**src/rtl/ticker_pkg.sv**
```systemverilog
// rtl/ticker_pkg.sv - shared encodings for the multi-rate ticker
package ticker_pkg;

  typedef enum logic {
    MODE_TOGGLE = 1'b0,
    MODE_PULSE  = 1'b1
  } mode_e;

  typedef enum logic [1:0] {
    IDLE = 2'd0,
    RUN  = 2'd1,
    STEP = 2'd2
  } state_e;

  // Toggle mode flips on an event; pulse mode mirrors the event itself.
  function automatic logic next_clk_out(input mode_e mode, input logic cur, input logic ev);
    return (mode == MODE_PULSE) ? ev : (cur ^ ev);
  endfunction

endpackage

```
**src/rtl/ticker_channel.sv**
```systemverilog
// rtl/ticker_channel.sv - one tick channel: period register, counter, run/step FSM
module ticker_channel
  import ticker_pkg::*;
#(
  parameter int             W          = 32,
  parameter logic [W-1:0]   PERIOD_RST = W'(50_000_000)
) (
  input  logic         clk,
  input  logic         rst,
  input  logic         en,
  input  logic         mode,
  input  logic [W-1:0] period,
  input  logic         load,
  input  logic         sync,
  input  logic         step_req,
  output logic         step_ack,
  output logic         tick,
  output logic         clk_out
);

  logic [W-1:0] cnt_q, cnt_d;
  logic [W-1:0] per_q, per_d;
  state_e       state_q, state_d;
  logic         tick_d, ack_d, clk_d;
  logic         terminal, step_go, event_go;

  always_comb begin
    cnt_d    = cnt_q;
    per_d    = per_q;
    state_d  = state_q;
    tick_d   = 1'b0;
    ack_d    = 1'b0;
    clk_d    = clk_out;
    event_go = 1'b0;
    terminal = en && (cnt_q >= per_q);
    step_go  = (state_q == IDLE) && step_req && !en;

    case (state_q)
      IDLE: begin
        if (en)
          state_d = RUN;
        else if (step_req)
          state_d = STEP;
      end
      RUN, STEP: state_d = en ? RUN : IDLE;
      default:   state_d = IDLE;
    endcase

    if (load)
      per_d = period;

    // sync and load both cancel any event this edge, including a pending step
    if (sync) begin
      cnt_d   = '0;
      clk_d   = 1'b0;
      state_d = en ? RUN : IDLE;
    end else if (load) begin
      cnt_d   = '0;
      state_d = en ? RUN : IDLE;
      if (en)
        clk_d = next_clk_out(mode_e'(mode), clk_out, 1'b0);
    end else begin
      event_go = terminal || step_go;
      if (event_go)
        cnt_d = '0;
      else if (en)
        cnt_d = cnt_q + W'(1);
      tick_d = event_go;
      ack_d  = step_go;
      if (en || step_go)
        clk_d = next_clk_out(mode_e'(mode), clk_out, event_go);
    end
  end

  always_ff @(posedge clk or posedge rst) begin
    if (rst) begin
      cnt_q    <= '0;
      per_q    <= PERIOD_RST;
      state_q  <= IDLE;
      tick     <= 1'b0;
      step_ack <= 1'b0;
      clk_out  <= 1'b0;
    end else begin
      cnt_q    <= cnt_d;
      per_q    <= per_d;
      state_q  <= state_d;
      tick     <= tick_d;
      step_ack <= ack_d;
      clk_out  <= clk_d;
    end
  end

endmodule

```
**src/rtl/multi_rate_ticker.sv**
```systemverilog
// rtl/multi_rate_ticker.sv - CH independent programmable tick/clock dividers
module multi_rate_ticker #(
  parameter int          CH         = 2,
  parameter int          W          = 32,
  parameter int unsigned PERIOD_RST = 50_000_000
) (
  input  logic            clk,
  input  logic            rst,
  input  logic [CH-1:0]   en,
  input  logic [CH-1:0]   mode,
  input  logic [CH*W-1:0] period,
  input  logic [CH-1:0]   load,
  input  logic            sync,
  input  logic [CH-1:0]   step_req,
  output logic [CH-1:0]   step_ack,
  output logic [CH-1:0]   tick,
  output logic [CH-1:0]   clk_out
);

  for (genvar i = 0; i < CH; i++) begin : g_ch
    ticker_channel #(
      .W          (W),
      .PERIOD_RST (W'(PERIOD_RST))
    ) u_ch (
      .clk      (clk),
      .rst      (rst),
      .en       (en[i]),
      .mode     (mode[i]),
      .period   (period[i*W +: W]),
      .load     (load[i]),
      .sync     (sync),
      .step_req (step_req[i]),
      .step_ack (step_ack[i]),
      .tick     (tick[i]),
      .clk_out  (clk_out[i])
    );
  end

endmodule

```
**config.mk**
```make
export PLATFORM = sky130hd
export DESIGN_NAME = multi_rate_ticker
export DESIGN_NICKNAME = d
export VERILOG_FILES = /design/src/rtl/ticker_pkg.sv /design/src/rtl/ticker_channel.sv /design/src/rtl/multi_rate_ticker.sv
export SDC_FILE = /design/constraint.sdc
export NUM_CORES = 1
export LEC_CHECK = 0
export CORE_MARGIN = 2
export CORE_UTILIZATION = 40
export CTS_BUF_LIST = sky130_fd_sc_hd__clkbuf_2
export CTS_CLUSTER_DIAMETER = 50
export DETAILED_ROUTE_END_ITERATION = 8
export SYNTH_ARGS = -nofsm -noshare
export SYNTH_HDL_FRONTEND = slang
export SYNTH_SLANG_ARGS = --single-unit
```
**constraint.sdc**
```tcl
create_clock -name clk -period 4.7 [get_ports clk]
set_clock_uncertainty 0.05 [all_clocks]
set_input_delay 0.47 -clock clk [delete_from_list [all_inputs] [get_ports clk]]
set_output_delay 0.47 -clock clk [all_outputs]
set_load 0.01 [all_outputs]
```
== After elaboration in Yosys (flattened, before gate mapping) ==
Index checks and enable logic that the tools add are counted.
Storage, ports and cells
  word-level logic and storage cells: 90
  bits in registers: 138
  bits of input ports: 75
  output and inout bits: 6
Cells by class
  bitwise gates (word level): 2
  $lt $le $gt $ge: 2
  reductions and logical operators: 22
  add/subtract/negate cells: 2
  multiplexer cells: 40
  equal/unequal tests: 10
Operator list (number)
  $mux 32: 8
  $add 32x1->32 const B: 2
  $ge 32x32->1: 2
  $mux 1: 22
  $mux 2: 8
  $ne 3x2->1 const B: 4
  $ne 5x5->1 const B: 2
  $pmux 2 s2: 2
  $reduce_bool 4->1: 2
  $logic_and 1x1->1: 6
  $reduce_and 3->1: 2
  $reduce_bool 3->1: 2
  $eq 2x1->1 const B: 2
  $eq 2x2->1 const B: 2
  $logic_not 2->1: 2
  $logic_or 1x1->1: 4
  $reduce_or 2->1: 2
  $logic_not 1->1: 2
  $xor 1x1->1: 2

== Depth between registers and ports, before layout ==
Gate-level depths: netlist (run 1).
  depth in word-level cells: 9
  gate-level depth with buffers: 9
  depth with buffers taken out: 8

== By module ==
A second synthesis (run 1) with hierarchy kept.
Second synthesis, totals
  cells, all modules: 821
  area total of the unflattened synthesis: 7694.9 um2
By module, submodules not included
  ticker_channel at g_ch[0].u_ch: cells an instance 417, area each 3918.8 um2, times used 1, sequential area each 1741.7 um2
  ticker_channel at g_ch[1].u_ch: cells an instance 404, area each 3776.1 um2, times used 1, sequential area each 1741.7 um2

== Worst setup path after synthesis (run 1) ==
Ideal clock, no wire load.
  path type: reg2reg
  start: register g_ch[1].u_ch.per_q[25]
  end: register g_ch[1].u_ch.cnt_q[0]
  slack: 2.446 ns
  path buffers: 1
  arrival time: 2.067 ns
  period minus slack after synthesis: 2.254 ns
  library setup time: 0.138 ns
  stages on the path, launching flop included: 9
  required time: 4.512 ns
  cell sequence: dfstp_2 > inv_1 > ha_1 > nand4_1 > nor4_1 > o2111ai_2 > a31oi_4 > buf_4 > nor4_1
Between the ends
  cells in the longest elaborated chain, start to end: 6
  elaborated cells on any way between the ends: 7
  classes of those cells: 1 x order compare; 3 x mux; 3 x reduce/logical
Ends and longest elaborated chain
  start, declared: RTL line ticker_channel.sv:22  | logic [W-1:0] per_q, per_d;
  start signal, assigned: RTL line ticker_channel.sv:85  | per_q <= per_d;
  $ge 32x32->1 (*): RTL line ticker_channel.sv:35  | terminal = en && (cnt_q >= per_q);
  $logic_and 1x1->1 (*): RTL line ticker_channel.sv:35
  $logic_or 1x1->1 (*): RTL line ticker_channel.sv:63  | event_go = terminal || step_go;
  $mux 32: RTL line ticker_channel.sv:64  | if (event_go)
  $mux 32: RTL line ticker_channel.sv:57  | end else if (load) begin
  $mux 32: RTL line ticker_channel.sv:53  | if (sync) begin
  end signal, assigned: RTL line ticker_channel.sv:84  | cnt_q <= cnt_d;
  end, declared: RTL line ticker_channel.sv:21  | logic [W-1:0] cnt_q, cnt_d;
Mark *: on every way between the ends. The rest lies on a longest branch, timed or not.
A chain may end at the register's enable or synchronous reset.

== Final worst setup path (run 1) ==
  start: register g_ch[1].u_ch.per_q[25]
  end: register g_ch[1].u_ch.cnt_q[27]
The elaborated chain is that of the path after synthesis.

==> results.py, run 1 <==
metrics = {
    "status": {
        "status": "finished clean",
    },
    "place": {
        "placed_cells": 1145,
        "io_buffer_count": 80,
        "finalWeightedCongestion": 0.835,
        "hpwl_um": 11500,
    },
    "synth": {
        "synth_top_cell_area_share_pct": 36.4,
        "yosysTopAreaCell": "dfrtp_1",
        "synth.area.top_cells": "dfrtp_1, ha_1, dfstp_2",
        "seq_area_frac_synth_pct": 44.5,
        "syn_nets": 980,
        "synthFlopType": "dfrtp_1",
        "synth_edf_count": 0,
        "netlist_instances": 835,
        "syn_area_um2": 7830,
        "ys_ff_latch": 138,
        "async_flop_share_pct": 100,
        "yosys_warnings": 0,
        "syn_area_per_cell_um2": 9.38,
        "ys_types": 50,
    },
    "sta": {
        "worstMarginPinSlew_ps": 975,
        "setup_viol_count_final": 0,
        "relSlewSlack_pct": 35.0,
        "fmax_mhz": 317,
        "finalCritPeriodShare_pct": 67.0,
        "timing.final.max_slew_violations": 0,
        "rsz0062_at_grt": "false",
        "fin_tns_setup_ps": 0,
        "fin_crit_ps": 3150,
        "final_hold_viol_count": 0,
    },
    "flow_run": {
        "cap_violations": 0,
    },
    "clocking": {
        "cts.clk_slew.worst_paths_ps": 220,
        "cts_tree": "yes",
        "cts.path.max_buffers": 2,
        "cts_buffers": 17,
        "htreeDepth": 4,
        "ctsResizeCount": 0,
        "post-cts-setup-buffers": 0,
        "cts_hold_buf": 1,
        "cts.sinks": 138,
        "root_buffer": "clkbuf_2",
        "clock_latency_ps": 720,
    },
    "detailed_routing": {
        "drt_iter0_markers": 324,
        "drc": 0,
        "drt-total-wl_um": 16500,
        "vias": 5826,
        "wire_per_inst_um": 14.0,
        "ant_nets": 0,
        "firstDrtPassIters": 4,
        "viasPerCell": 4.94,
    },
    "global_route": {
        "grtUsageTotal_pct": 17.0,
        "antenna_found_initial": 1,
        "grt_max_degree": 97,
        "grt_pass1_vias": 5720,
        "grt_pass1_wl_um": 28000,
        "grt-ovfl-total": 0,
    },
    "hold_path": {
        "hold_start": "period[47]",
        "hold_path_end": "g_ch[1].u_ch.per_q[15]",
        "hp-class": "in -> reg",
        "whs_path_depth": 3,
    },
    "setup_path": {
        "timing.reg2reg.setup_slack_ps": 1550,
        "worstSetupStartpointType": "flip-flop",
        "cp.required_ps": 5210,
        "path_max_fanout": 32,
        "r2r_cells": 7,
        "worstSetupStartpoint": "g_ch[1].u_ch.per_q[25]",
        "path_class": "reg -> reg",
        "crit_path_end_kind": "flip-flop",
        "cp_data_arrival_time_ps": 3660,
        "reg2reg_from": "g_ch[1].u_ch.per_q[25]",
        "worstReg2RegEnd": "g_ch[1].u_ch.cnt_q[27]",
    },
    "die": {
        "die_w_um": 144,
        "ios": 81,
        "die_h_um": 144,
        "initial_core_util_pct": 40.5,
        "design.core.area_um2": 19300,
        "rows": 51,
        "dieArea_um2": 20700,
    },
    "final_layout": {
        "area_growth_pct": 15.2,
        "drive_gt1_share_pct": 11.4,
        "mostFrequentLayoutCells": "dfrtp_1, nand2_1, clkdlybuf4s50_1, inv_1, o21ai_0",
        "nFillCells": 1937,
        "finalNonFillerCells": 1180,
        "final_common_cell": "dfrtp_1",
        "nets": 1045,
    },
    "power_and_ir_drop": {
        "power.density_nw_per_um2": 250,
        "p_leak_uw": 0.00403,
        "vdd_drop_max_mv": 0.136,
    },
}
## stage by stage
stage	power, uW	setup slack [ps]	utilization (%)	area (um^2)	hold WS (ps)
final	2250	1550	46.6	9020	206
after detailed placement	1590	1610	45.4	8780	434
after global placement	1590	1760	45.4	8780	429
after CTS	2300	1570	46.6	9010	102
after global routing	2380	1320	46.6	9020	130
after floorplan	1470	524	-	7830	415
## area by class of cell
type,instances,area (um^2),share of cell area [%]
clock buffer,18,90.1,0.999
timing repair buffer,88,853,9.46
multi-input combinational,578,3830,42.5
inverter,77,294,3.26
antenna,2,5.00,0.0555
sequential,138,3480,38.6
tap,265,332,3.68
clock inverter,14,133,1.47
## worst max-delay path by stage
stage / end / slack, ps / depth (start not counted)
floorplan: g_ch[0].u_ch.clk_out / 520 / 1
global placement: g_ch[1].u_ch.cnt_q[3] / 1760 / 7
detailed placement: g_ch[1].u_ch.cnt_q[7] / 1610 / 7
CTS: g_ch[1].u_ch.cnt_q[30] / 1570 / 7
global route: g_ch[1].u_ch.cnt_q[27] / 1320 / 7
finish: g_ch[1].u_ch.cnt_q[27] / 1550 / 7
## sequential cells by signal (all words and copies together), names as in the netlist
| register | cells |
|---|---|
| g_ch.u_ch.per_q | 64 |
| g_ch.u_ch.clk_out | 2 |
| g_ch.u_ch.cnt_q | 64 |
| g_ch.u_ch.tick | 2 |
| g_ch.u_ch.step_ack | 2 |
| g_ch.u_ch.state_q | 4 |
## power by group
part / internal [uW] / switching [uW]
logic: 126 / 172
clock network: 238 / 446
registers: 1250 / 16.0
## per-layer routing
layer,vias to the layer above,track usage (%),part of all wire (%)
met2,95,26.1,44
met4,0,5.31,1.1
met1,2744,23.9,52
met3,13,3.90,3.3
li1,2974,-,-
met5,-,0,0
## cells in the mapped netlist (2+ instances only)
cell,instances
buf_6,3
a2111oi_0,3
a21o_1,4
ha_1,70
xor2_1,35
mux2_2,3
o21ai_0,73
clkbuf_1,21
nand2_1,107
nor3_1,11
and3_1,16
dfrtp_1,114
nor4_1,30
a31oi_1,5
a211oi_1,2
nand4_1,26
and4_1,7
o41ai_1,2
a21oi_1,29
dfstp_2,24
mux2i_1,2
nor2_1,33
or2_2,2
nor2_2,30
nor3b_1,3
nand3_1,28
buf_4,11
inv_1,77
nand2b_1,6
o22ai_1,2
xnor2_1,27
buf_2,5
and2_1,7
## kinds of logic after synthesis
kind of cell    count (synthesis)  share of synthesized area [%]
flops                         138                           44.5
compound gates                130                           9.68
fa+ha+maj                      70                           11.2
buf+inv                       119                           6.62
xor+xnor                       62                           6.94
mux                             5                          0.687
simple gates                  311                           20.4
## critical path, cell delays in order, from the launching register on
cell,delay (ps)
dfstp_2,550
inv_1,40
ha_1,290
nand4_1,170
nor4_1,590
o2111ai_2,330
a31oi_4,870
nor4_1,110
(Power assumes the default switching activity.)
==> run 2, diff against run 1 <==
clock period = 2.6 ns   (was 4.7 ns; I/O delays follow)
==> results.py, run 2 (synthesized netlist as in run 1, its figures left out) <==
metrics = {
    "sta": {
        "rsz0062_at_grt": "true",
        "relSlewSlack_pct": 50.3,
        "setup_viol_count_final": 0,
        "fin_crit_ps": 2490,
        "worstMarginPinSlew_ps": 745,
        "finalCritPeriodShare_pct": 95.8,
        "fmax_mhz": 401,
        "timing.final.max_slew_violations": 0,
        "final_hold_viol_count": 0,
    },
    "global_route": {
        "antenna_found_initial": 1,
        "grtUsageTotal_pct": 17.4,
        "grt_max_degree": 139,
        "grt_pass1_wl_um": 28600,
        "grt-ovfl-total": 0,
        "grt_pass1_vias": 5836,
    },
    "detailed_routing": {
        "drt-total-wl_um": 17000,
        "drc": 0,
        "viasPerCell": 4.88,
        "firstDrtPassIters": 4,
        "ant_nets": 0,
        "drt_iter0_markers": 382,
        "wire_per_inst_um": 13.7,
        "vias": 6021,
    },
    "power_and_ir_drop": {
        "power.density_nw_per_um2": 443,
        "p_leak_uw": 0.00433,
        "vdd_drop_max_mv": 0.235,
    },
    "clocking": {
        "cts.path.max_buffers": 2,
        "cts.clk_slew.worst_paths_ps": 200,
        "cts_buffers": 17,
        "root_buffer": "clkbuf_2",
        "cts_tree": "yes",
        "clock_latency_ps": 690,
        "htreeDepth": 4,
        "cts.sinks": 138,
    },
    "final_layout": {
        "reg_top3": "g_ch.u_ch.cnt_q x64, g_ch.u_ch.per_q x64, g_ch.u_ch.state_q x4",
        "nFillCells": 1852,
        "nets": 1101,
        "fin_util_pct": 50.1,
        "seq_area_um2": 3480,
        "multiInputGateArea_um2": 3880,
        "fin_area_um2": 9690,
        "area_growth_pct": 23.8,
        "drive_gt1_share_pct": 12.8,
        "mostFrequentLayoutCells": "dfrtp_1, nand2_1, clkdlybuf4s50_1, inv_1, o21ai_0",
        "final_common_cell": "dfrtp_1",
    },
    "flow_run": {
        "cap_violations": 0,
    },
    "hold_path": {
        "hp-class": "in -> async",
    },
    "die": {
        "initial_core_util_pct": 40.5,
        "ios": 81,
        "rows": 51,
        "die_h_um": 144,
        "die_w_um": 144,
        "design.core.area_um2": 19300,
        "dieArea_um2": 20700,
    },
    "setup_path": {
        "worstSetupStartpointType": "flip-flop",
        "crit_path_end_kind": "flip-flop",
        "cp_data_arrival_time_ps": 3060,
        "cp.required_ps": 3170,
        "path_max_fanout": 18,
        "path_class": "reg -> reg",
    },
    "place": {
        "hpwl_um": 11600,
        "io_buffer_count": 80,
        "finalWeightedCongestion": 0.787,
        "place_area_um2": 8950,
    },
    "status": {
        "status": "finished clean",
    },
}
==> run 2: final cells by class <==
| class | count | share of cell area (%) |
|---|---|---|
| clock inverters | 12 | 1.60 |
| repair buffers | 144 | 14.9 |
| multi-input cells | 578 | 40.1 |
| flip-flops and latches | 138 | 35.9 |
| well taps | 265 | 3.42 |
| inverters | 77 | 3.02 |
| clock buffers | 20 | 1.03 |
| diodes | 1 | 0.0258 |
==> run 2: final timing paths <==
check / startpoint / to / slack, ps / cells past startpoint
min in group clk: period[9] / g_ch[0].u_ch.per_q[9] / 80 / 3
worst min-delay path: rst / g_ch[1].u_ch.per_q[4] / 40 / 3
max in group asynchronous: rst / g_ch[1].u_ch.cnt_q[26] / 1880 / 3
worst max register to register: g_ch[0].u_ch.per_q[19] / g_ch[0].u_ch.cnt_q[8] / 110 / 9
worst max-delay path: g_ch[0].u_ch.per_q[19] / g_ch[0].u_ch.cnt_q[8] / 110 / 9
worst min register to register: g_ch[0].u_ch.per_q[7] / g_ch[0].u_ch.per_q[7] / 460 / 2
==> run 2: metal layers <==
layer | GRT usage, % | up-vias | part of all wire (%)
met3 | 3.70 | 10 | 3.4
met1 | 24.8 | 2839 | 51
li1 | - | 3089 | -
met4 | 4.64 | 0 | 1.1
met5 | 0 | - | 0
met2 | 26.8 | 83 | 44
==> run 2: timing repair <==
action / 4_1_cts / 5_1_grt
gates resized for setup: 0 / 10
hold endpoints to repair: 50 / 0
endpoints found under the setup margin: 0 / 40
buffers inserted: 0 / 0
hold buffers: 43 / 0
==> run 2: critical path, stage by stage (launching register included) <==
cell       delay [ps]
dfstp_2           560
inv_1              70
ha_4              250
a21oi_2           150
o21ai_2            90
a2111oi_2         410
o22ai_2           160
a311o_4           430
buf_12            170
nor2_2            100
==> run 2: where the power goes <==
part	switching, uW	leakage (uW)	total [uW]	internal, uW
sequential	28.7	0.00176	2300	2270
clock	757	0.000162	1380	625
combinational	327	0.00240	615	288
total	1110	0.00433	4290	3180
==> run 2: metrics by stage <==
stage	total power (uW)	hold slack [ps]	setup TNS [ps]	setup WS (ps)	instances
final	4290	41.2	0	108	1235
after global routing	4540	2.62	-157	-22.7	1235
after CTS	4360	1.28	0	113	1234
after detailed placement	2900	439	0	153	1159
after global placement	2890	432	0	162	1159
after floorplan	2670	304	0	346	835
==> run 3, diff against run 2 <==
--- a/constraint.sdc
+++ b/constraint.sdc
@@ -3,3 +3,3 @@
 set_input_delay 0.26 -clock clk [delete_from_list [all_inputs] [get_ports clk]]
 set_output_delay 0.26 -clock clk [all_outputs]
-set_load 0.01 [all_outputs]
+set_load 0.1 [all_outputs]
==> results.py, run 3 (synthesized netlist as in run 1, its figures left out) <==
metrics = {
    "die": {
        "design.core.area_um2": 19300,
        "ios": 81,
        "die_h_um": 144,
        "dieArea_um2": 20700,
        "die_w_um": 144,
        "rows": 51,
        "initial_core_util_pct": 40.5,
    },
    "setup_path": {
        "path_max_fanout": 7,
        "worstSetupStartpointType": "flip-flop",
        "path_class": "reg -> reg",
        "cp.required_ps": 3210,
        "timing.reg2reg.setup_slack_ps": 90,
        "cp_data_arrival_time_ps": 3130,
        "crit_path_end_kind": "flip-flop",
    },
    "place": {
        "placed_cells": 1165,
        "hpwl_um": 12000,
        "finalWeightedCongestion": 0.778,
        "io_buffer_count": 80,
    },
    "final_layout": {
        "seq_area_um2": 3480,
        "final_common_cell": "dfrtp_1",
        "nFillCells": 1785,
        "reg_top3": "g_ch.u_ch.cnt_q x64, g_ch.u_ch.per_q x64, g_ch.u_ch.state_q x4",
        "finalNonFillerCells": 1267,
        "nets": 1132,
        "area_growth_pct": 29.1,
        "mostFrequentLayoutCells": "dfrtp_1, nand2_1, inv_1, clkdlybuf4s50_1, o21ai_0",
        "drive_gt1_share_pct": 15.1,
        "multiInputGateArea_um2": 3940,
    },
    "clocking": {
        "cts_buffers": 17,
        "htreeDepth": 4,
        "cts_tree": "yes",
        "clock_latency_ps": 720,
        "cts.sinks": 138,
        "cts.path.max_buffers": 2,
        "cts.clk_slew.worst_paths_ps": 200,
        "root_buffer": "clkbuf_2",
    },
    "detailed_routing": {
        "drc": 0,
        "ant_nets": 0,
        "drt_iter0_markers": 406,
        "firstDrtPassIters": 4,
        "drt-total-wl_um": 17500,
        "vias": 6135,
        "wire_per_inst_um": 13.8,
        "viasPerCell": 4.84,
    },
    "sta": {
        "timing.final.max_slew_violations": 0,
        "fmax_mhz": 398,
        "worstMarginPinSlew_ps": 480,
        "rsz0062_at_grt": "false",
        "hold_slack_ps": 60.5,
        "fin_crit_ps": 2510,
        "fin_tns_setup_ps": 0,
        "setup_viol_count_final": 0,
        "finalCritPeriodShare_pct": 96.7,
        "relSlewSlack_pct": 68.0,
        "final_hold_viol_count": 0,
    },
    "global_route": {
        "grt_pass1_vias": 5876,
        "grt_max_degree": 59,
        "antenna_found_initial": 1,
        "grt-ovfl-total": 0,
        "grtUsageTotal_pct": 17.5,
        "grt_pass1_wl_um": 28800,
    },
    "status": {
        "status": "finished clean",
    },
    "power_and_ir_drop": {
        "power.density_nw_per_um2": 442,
        "vdd_drop_max_mv": 0.228,
        "p_leak_uw": 0.00451,
    },
    "hold_path": {
        "hp-class": "in -> reg",
    },
    "flow_run": {
        "cap_violations": 0,
    },
}
run 3: cell count changes in the layout (fill, tap and decap cells not counted), moves of 2 or more:
cell	previous run	this run
clkbuf_2	20	17
dlygate4sd3_1	43	61
clkdlybuf4s50_1	78	72
nor4_2	0	2
nor4_1	30	28
clkbuf_16	0	3
clkinv_4	0	5
clkinv_1	4	2
buf_4	16	30
clkinv_2	4	1
clkinvlp_4	1	3
run 3: layer usage:
layer  global-route usage (%)  wire length [um]  up-vias
met5                        0                 0        -
met4                     5.16               296        0
met3                     3.97               598       22
met2                     27.4              7890       94
met1                     24.1              8690     2861
li1                         -                 -     3158
run 3: metrics by stage:
stage	util [%]	cell area (um^2)	total power [uW]	worst slack, ps
after floorplan	-	7830	2690	346
after global placement	46.5	8990	2920	203
after detailed placement	46.5	8990	2930	125
after CTS	51.0	9860	4480	94.8
after global routing	52.3	10100	4700	4.22
final	52.3	10100	4460	85.4
run 3: path summary, 6_finish.rpt:
| kind | startpoint | endpoint | depth (start not counted) |
|---|---|---|---|
| min | period[29] | g_ch[0].u_ch.per_q[29] | 3 |
| min in group asynchronous | rst | g_ch[1].u_ch.per_q[0] | 4 |
| max | g_ch[0].u_ch.per_q[17] | g_ch[0].u_ch.cnt_q[20] | 9 |
| min reg2reg | g_ch[1].u_ch.per_q[21] | g_ch[1].u_ch.per_q[21] | 2 |
| max reg2reg | g_ch[0].u_ch.per_q[17] | g_ch[0].u_ch.cnt_q[20] | 9 |
| max in group asynchronous | rst | g_ch[0].u_ch.per_q[7] | 4 |
run 3: repair_timing:
action                                 4_1_cts  5_1_grt
setup endpoints to repair                    0       37
buffers inserted                             0        3
hold buffers                                58        3
gates resized for setup                      0       18
endpoints found under the hold margin      203        3
run 3: power by group:
group	internal, uW	leakage (uW)	switching, uW
logic	328	0.00259	364
clock network	634	0.000160	839
registers	2270	0.00176	28.1
total	3230	0.00451	1230
run 3: layout make-up:
cell class                      instances  area share [%]
Tap cell                              265            3.28
Clock buffer                           17           0.842
Inverter                               77            2.90
Timing Repair Buffer                  175            17.5
Antenna cell                            2          0.0495
Clock inverter                         15            1.98
Multi-Input combinational cell        578            38.9
Sequential cell                       138            34.5
run 3: critical path, cell delays in order, from the launching register on:
cell and delay [ps]:
dfstp_2 560, inv_1 60, ha_4 240, a21oi_2 140
o21ai_2 100, a2111oi_4 370, o22ai_2 160, a311o_4 490
clkbuf_16 200, nor2_2 100
